## src/rtl/pipeline_stall_ctrl_if.sv

```systemverilog
// Hazard-control bundle between the pipeline datapath and pipeline_stall_ctrl.
// The datapath side (master) raises hazard requests; the controller side
// (slave) answers with the stall vector, flush and multi-cycle status.
interface pipeline_stall_ctrl_if;
    logic       stallreq_id;
    logic       ex_mc_start;
    logic       mem_req;
    logic       mem_ack;
    logic       flush_req;
    logic [5:0] stall;
    logic       flush;
    logic       mc_done;
    logic       mc_busy;

    modport master (
        output stallreq_id, ex_mc_start, mem_req, mem_ack, flush_req,
        input  stall, flush, mc_done, mc_busy
    );

    modport slave (
        input  stallreq_id, ex_mc_start, mem_req, mem_ack, flush_req,
        output stall, flush, mc_done, mc_busy
    );
endinterface

```

## src/rtl/pipeline_stall_ctrl.sv

```systemverilog
// Central hazard controller for the 6-stage pipeline registers.
// Stall vector bits: 0 PC, 1 IF, 2 ID, 3 EX, 4 MEM, 5 WB. A held stage whose
// successor is not held injects a bubble into that successor.
// Arbitrates ID load-use stalls, EX multi-cycle ops (latency counter),
// MEM wait-states and EX branch flushes. Priority: MEM > EX > ID.
// Optional feature macro: PIPELINE_STALL_PERF_EN (adds perf_stall_cycles and
// perf_flush_count saturating event counters).
module pipeline_stall_ctrl #(
    parameter int MC_LATENCY = 4,   // 1..255 stall cycles per multi-cycle op
    parameter int CNT_W      = 8    // 2**CNT_W must exceed MC_LATENCY
) (
    input  logic                    clk,
    input  logic                    reset,
    pipeline_stall_ctrl_if.slave    bus
`ifdef PIPELINE_STALL_PERF_EN
    ,
    output logic [31:0]             perf_stall_cycles,
    output logic [31:0]             perf_flush_count
`endif
);

    typedef enum logic [1:0] {
        IDLE    = 2'd0,
        MC_BUSY = 2'd1,
        MC_DONE = 2'd2
    } state_t;

    localparam logic [5:0]       STALL_MEM  = 6'b011111;
    localparam logic [5:0]       STALL_EX   = 6'b001111;
    localparam logic [5:0]       STALL_ID   = 6'b000111;
    localparam logic [CNT_W-1:0] CNT_RELOAD = CNT_W'(MC_LATENCY - 1);
    localparam logic [CNT_W-1:0] CNT_ONE    = CNT_W'(1);

    state_t           state, state_next;
    logic [CNT_W-1:0] cnt, cnt_next;
    logic             mem_wait;
    logic             id_stall;
    logic             ex_stall;
    logic             mc_done_int;
    logic             flush_int;
    logic [5:0]       stall_int;

    assign mem_wait = bus.mem_req & ~bus.mem_ack;

    // State and latency-counter register; synchronous reset discards any in-flight op.
    always_ff @(posedge clk) begin
        // NOTE: non-blocking assignments here so every register samples the
        // pre-edge values regardless of statement order.
        if (reset) begin
            state <= IDLE;
            cnt   <= '0;
        end else begin
            state <= state_next;
            cnt   <= cnt_next;
        end
    end

    // Next-state, counter and hazard arbitration.
    always_comb begin
        // NOTE: every variable gets a default first so no path leaves it
        // unassigned, which would otherwise infer a latch.
        state_next  = state;
        cnt_next    = cnt;
        ex_stall    = 1'b0;
        id_stall    = 1'b0;
        mc_done_int = 1'b0;
        flush_int   = 1'b0;

        case (state)
            IDLE: begin
                // A squashed instruction never stalls, so flush_req masks ID.
                id_stall  = bus.stallreq_id & ~bus.flush_req;
                flush_int = bus.flush_req & ~mem_wait;
                if (bus.ex_mc_start) begin
                    ex_stall = 1'b1;
                    if (MC_LATENCY == 1) begin
                        state_next = MC_DONE;
                    end else begin
                        state_next = MC_BUSY;
                        cnt_next   = CNT_RELOAD;
                    end
                end
            end
            MC_BUSY: begin
                // The divider runs independently of MEM wait-states.
                ex_stall = 1'b1;
                if (cnt != '0) begin
                    cnt_next = cnt - CNT_ONE;
                end
                if (cnt == CNT_ONE) begin
                    state_next = MC_DONE;
                end
            end
            MC_DONE: begin
                // Result write-back waits until MEM releases the pipeline.
                if (!mem_wait) begin
                    mc_done_int = 1'b1;
                    state_next  = IDLE;
                end
            end
            default: begin
                state_next = IDLE;
            end
        endcase

        if (mem_wait) begin
            stall_int = STALL_MEM;
        end else if (ex_stall) begin
            stall_int = STALL_EX;
        end else if (id_stall) begin
            stall_int = STALL_ID;
        end else begin
            stall_int = 6'b000000;
        end
    end

    // Outputs are forced quiet while reset is asserted.
    assign bus.stall   = reset ? 6'b000000 : stall_int;
    assign bus.flush   = ~reset & flush_int;
    assign bus.mc_done = ~reset & mc_done_int;
    assign bus.mc_busy = ~reset & ((state == MC_BUSY) | (state == MC_DONE));

`ifdef PIPELINE_STALL_PERF_EN
    // Saturating counters of stalled PC cycles and issued flushes.
    always_ff @(posedge clk) begin
        if (reset) begin
            perf_stall_cycles <= '0;
            perf_flush_count  <= '0;
        end else begin
            if (bus.stall[0] && (perf_stall_cycles != 32'hFFFF_FFFF)) begin
                perf_stall_cycles <= perf_stall_cycles + 32'd1;
            end
            if (bus.flush && (perf_flush_count != 32'hFFFF_FFFF)) begin
                perf_flush_count <= perf_flush_count + 32'd1;
            end
        end
    end
`endif

endmodule

```

## src/flat_wrapper.sv

```systemverilog
// flat-port wrapper written by rule: the top's interface ports become plain ports
module pipeline_stall_ctrl_flat 
#(
    parameter int MC_LATENCY = 4,                                            
    parameter int CNT_W      = 8                                      
)
  (clk, reset, bus_stallreq_id, bus_ex_mc_start, bus_mem_req, bus_mem_ack, bus_flush_req, bus_stall, bus_flush, bus_mc_done, bus_mc_busy);
  pipeline_stall_ctrl_if bus_i ();
  input  logic clk;
  input  logic reset;
  input wire logic [$bits(bus_i.stallreq_id)-1:0] bus_stallreq_id;
  input wire logic [$bits(bus_i.ex_mc_start)-1:0] bus_ex_mc_start;
  input wire logic [$bits(bus_i.mem_req)-1:0] bus_mem_req;
  input wire logic [$bits(bus_i.mem_ack)-1:0] bus_mem_ack;
  input wire logic [$bits(bus_i.flush_req)-1:0] bus_flush_req;
  output wire logic [$bits(bus_i.stall)-1:0] bus_stall;
  output wire logic [$bits(bus_i.flush)-1:0] bus_flush;
  output wire logic [$bits(bus_i.mc_done)-1:0] bus_mc_done;
  output wire logic [$bits(bus_i.mc_busy)-1:0] bus_mc_busy;
  assign bus_i.stallreq_id = bus_stallreq_id;
  assign bus_i.ex_mc_start = bus_ex_mc_start;
  assign bus_i.mem_req = bus_mem_req;
  assign bus_i.mem_ack = bus_mem_ack;
  assign bus_i.flush_req = bus_flush_req;
  assign bus_stall = bus_i.stall;
  assign bus_flush = bus_i.flush;
  assign bus_mc_done = bus_i.mc_done;
  assign bus_mc_busy = bus_i.mc_busy;
  pipeline_stall_ctrl #(.MC_LATENCY(MC_LATENCY), .CNT_W(CNT_W)) u_core (.clk(clk), .reset(reset), .bus(bus_i));
endmodule
```

## config.mk

```make
export PLATFORM = sky130hd
export DESIGN_NAME = pipeline_stall_ctrl_flat
export DESIGN_NICKNAME = d
export VERILOG_FILES = /design/src/rtl/pipeline_stall_ctrl_if.sv /design/src/rtl/pipeline_stall_ctrl.sv /design/src/flat_wrapper.sv
export SDC_FILE = /design/constraint.sdc
export NUM_CORES = 1
export LEC_CHECK = 0
export CAP_MARGIN = 20
export CORE_MARGIN = 2
export CORE_UTILIZATION = 40
export DETAILED_ROUTE_END_ITERATION = 10
export DONT_BUFFER_PORTS = 1
export GPL_ROUTABILITY_DRIVEN = 0
export HOLD_SLACK_MARGIN = 0.06
export PLACE_DENSITY_LB_ADDON = 0.2
export REMOVE_ABC_BUFFERS = 1
export SKIP_LAST_GASP = 1
export SYNTH_ARGS = -nofsm -noshare
export SYNTH_HDL_FRONTEND = slang
export SYNTH_SLANG_ARGS = --single-unit
```

## constraint.sdc

```tcl
create_clock -name clk -period 3.2 [get_ports clk]
set_clock_uncertainty 0.15 [all_clocks]
set_input_delay 0.64 -clock clk [delete_from_list [all_inputs] [get_ports clk]]
set_output_delay 0.64 -clock clk [all_outputs]
set_load 0.01 [all_outputs]
```

==> flow_metrics.tcl <==
set metrics [dict create \
    drv_slew 0 \
    path_cells "inv_1, ha_1, a21o_1, o21ai_0, a21oi_1, a41o_1" \
    ios 16 \
    min_delay_path_depth 1 \
    synth_area_um2 792 \
    hold_viol_final 0 \
    post-route-min-period_ns 2.67 \
    numPortBuffers 0 \
    holdWs_ns 0.284 \
    die_h_um 48.5 \
    cts_setup_buffers 0 \
    vias_per_cell 5.37 \
    clock-sinks 10 \
    tritoncts.num_buffers 3 \
    cts_max_path_buffers 2 \
    areaGrowthSynthToFinish_pct 2.69 \
    synth_most_common_cell "dfxtp_1" \
    detail_route.wl_per_cell_um 12.6 \
    status "finished, final reports clean" \
    crit_slowest_cell "ha_1" \
    antenna_cells 0 \
    start_util_pct 41.2 \
    routed-via-count 623 \
    min_from "reset" \
    dieWidth_um 48.5 \
    ctsHtreeMaxLevel 1 \
    cpPeakStageDelay_ns 0.39 \
    fmax_mhz 374 \
    synthCells 91 \
    power_density_nw_per_um2 860 \
    grt_overflow 0 \
    cts.reportedPaths.clkPinSlew_ns 0.06 \
    cellLeakagePower_nw 0.334 \
    drt-initial-drc-count 17 \
    ys_types 38 \
    synth.area.top_cells "dfxtp_1 (25%), ha_1 (13%), a21oi_1 (5.1%)" \
    nets 106 \
    critPathMaxFanout 10 \
    ys_async_sr_fraction_pct 0 \
    fin_crit_sh_pct 83.5 \
    multi_input_area_um2 527 \
    n_fill_cell 203 \
    yosys.area.top_type "dfxtp_1" \
    setup_tns_ns 0 \
    core_area_um2 1920 \
    synth-seq-cells 10 \
    setup_slack_ns 0.528 \
    crit_family "compound AO/OA/AOI/OAI gates" \
    hold_end "u_core.cnt[3]" \
    syn_avg_cell_area_um2 8.70 \
    rr_startpoint "u_core.state[1]" \
    clockRootBuffer "clkbuf_4" \
    yosysSeqAreaShare_pct 25.3 \
    first_pass_iters 4 \
    seqCellArea_um2 200 \
    critPathLaunchType "flip-flop" \
    yosys.area.top_type_share_pct 25.3 \
    grt_max_degree 14 \
    cts_tree "built" \
    r2r_setup_slack_ns 1.22 \
    critPathBufInv 1 \
    ys_warn_count 0 \
    synth-main-ff-cell "dfxtp_1" \
    grt_antenna_before_repair 0 \
    cp.arrival_ns 1.88 \
    insertion_delay_ns 0.26 \
    pre_cts_ws_ns 0.805 \
    postCtsResizedCells 0 \
    reg2regPathDepth 6 \
    cap_viol_max_count 0 \
    grt_pass1_wl_um 2500 \
    die-area_um2 2350 \
    track_usage_pct 13.6 \
    ant_nets 0 \
    grt_setup_unrepaired "no" \
    std_cell_rows 16 \
    grt_pass1_vias 527 \
    synth-edff-count 0 \
    cp-end-kind "output pin" \
    vdd_drop_max_mv 0.411 \
    dpl.hpwl_um 1120 \
    cts_hold_buf 0 \
    cp_data_required_time_ns 2.41 \
    drive_above_1_share_pct 13.5 \
    hp-class "input pin to flip-flop" \
    synth_common_cells "dfxtp_1 (10), a21oi_1 (8), ha_1 (8), inv_1 (8), nor2_1 (7)" \
    r2r_end "u_core.cnt[2]" \
    path_class "flip-flop to output pin" \
    drc 0 \
    wl_um 1460 \
    power.total_mw 0.700 \
    setup_viol 0 \
]
[per-layer routing]
| metal | wire length [µm] | up-vias | global-route usage [%] |
|---|---|---|---|
| met5 | 0 | - | 0 |
| met4 | 14 | 0 | 4.29 |
| met3 | 44 | 2 | 5.86 |
| met2 | 641 | 5 | 18.5 |
| met1 | 761 | 296 | 19.1 |
| li1 | - | 320 | - |
[placed cells by master, fill, tap and decap left out, drive strengths merged, types with 2 or more instances in the layout]
| cell type | Yosys | layout |
|---|---|---|
| a21oi | 8 | 8 |
| a41oi | 2 | 2 |
| clkbuf | 0 | 3 |
| dfxtp | 10 | 10 |
| ha | 8 | 8 |
| inv | 8 | 8 |
| mux2i | 4 | 4 |
| nand2 | 6 | 6 |
| nand3 | 2 | 2 |
| nor2 | 7 | 7 |
| nor2b | 2 | 2 |
| nor3 | 4 | 4 |
| o21ai | 6 | 6 |
[worst max path at each step]
stage	start	to	slack, ns	cells after the start
6_report	u_core.state[1]	bus_stall[0]	0.53	6
5_1_grt	u_core.state[1]	bus_stall[2]	0.39	6
2_1_floorplan	u_core.state[1]	bus_stall[0]	0.96	6
3_3_place_gp	u_core.state[1]	bus_stall[0]	0.83	6
4_1_cts	u_core.state[1]	bus_stall[0]	0.52	6
3_5_place_dp	u_core.state[1]	bus_stall[0]	0.80	6
[per-stage QoR]
stage          instance area (µm²)  std cells  util (%)
2_1_floorplan                  757         86         -
3_3_place_gp                   791        113      41.1
3_5_place_dp                   791        113      41.1
4_1_cts                        813        116      42.3
5_1_grt                        813        116      42.3
6_report                       813        116      42.3
[power by group]
| group | internal [mW] | total (mW) | switching (mW) |
|---|---|---|---|
| Sequential | 0.158 | 0.200 | 0.0425 |
| Combinational | 0.173 | 0.416 | 0.242 |
| Clock | 0.0433 | 0.0838 | 0.0405 |
[state kept, by name, indices dropped and copies added, names as in the netlist]
register	count
u_core.cnt	8
u_core.state	2
[kinds of logic after synthesis]
family,after synthesis,share of synthesized area [%]
simple gates,29,22.6
flops,10,25.3
buf+inv,13,8.21
other cells,1,0.473
fa+ha+maj,8,12.6
mux,4,5.53
compound gates,26,25.3
[area by class of cell]
cell class,instances,area share [%]
Clock buffer,3,2.77
Inverter,8,3.69
Multi-Input combinational cell,68,64.8
Sequential cell,10,24.6
Tap cell,27,4.15
Power figures use the tool's default switching activity.
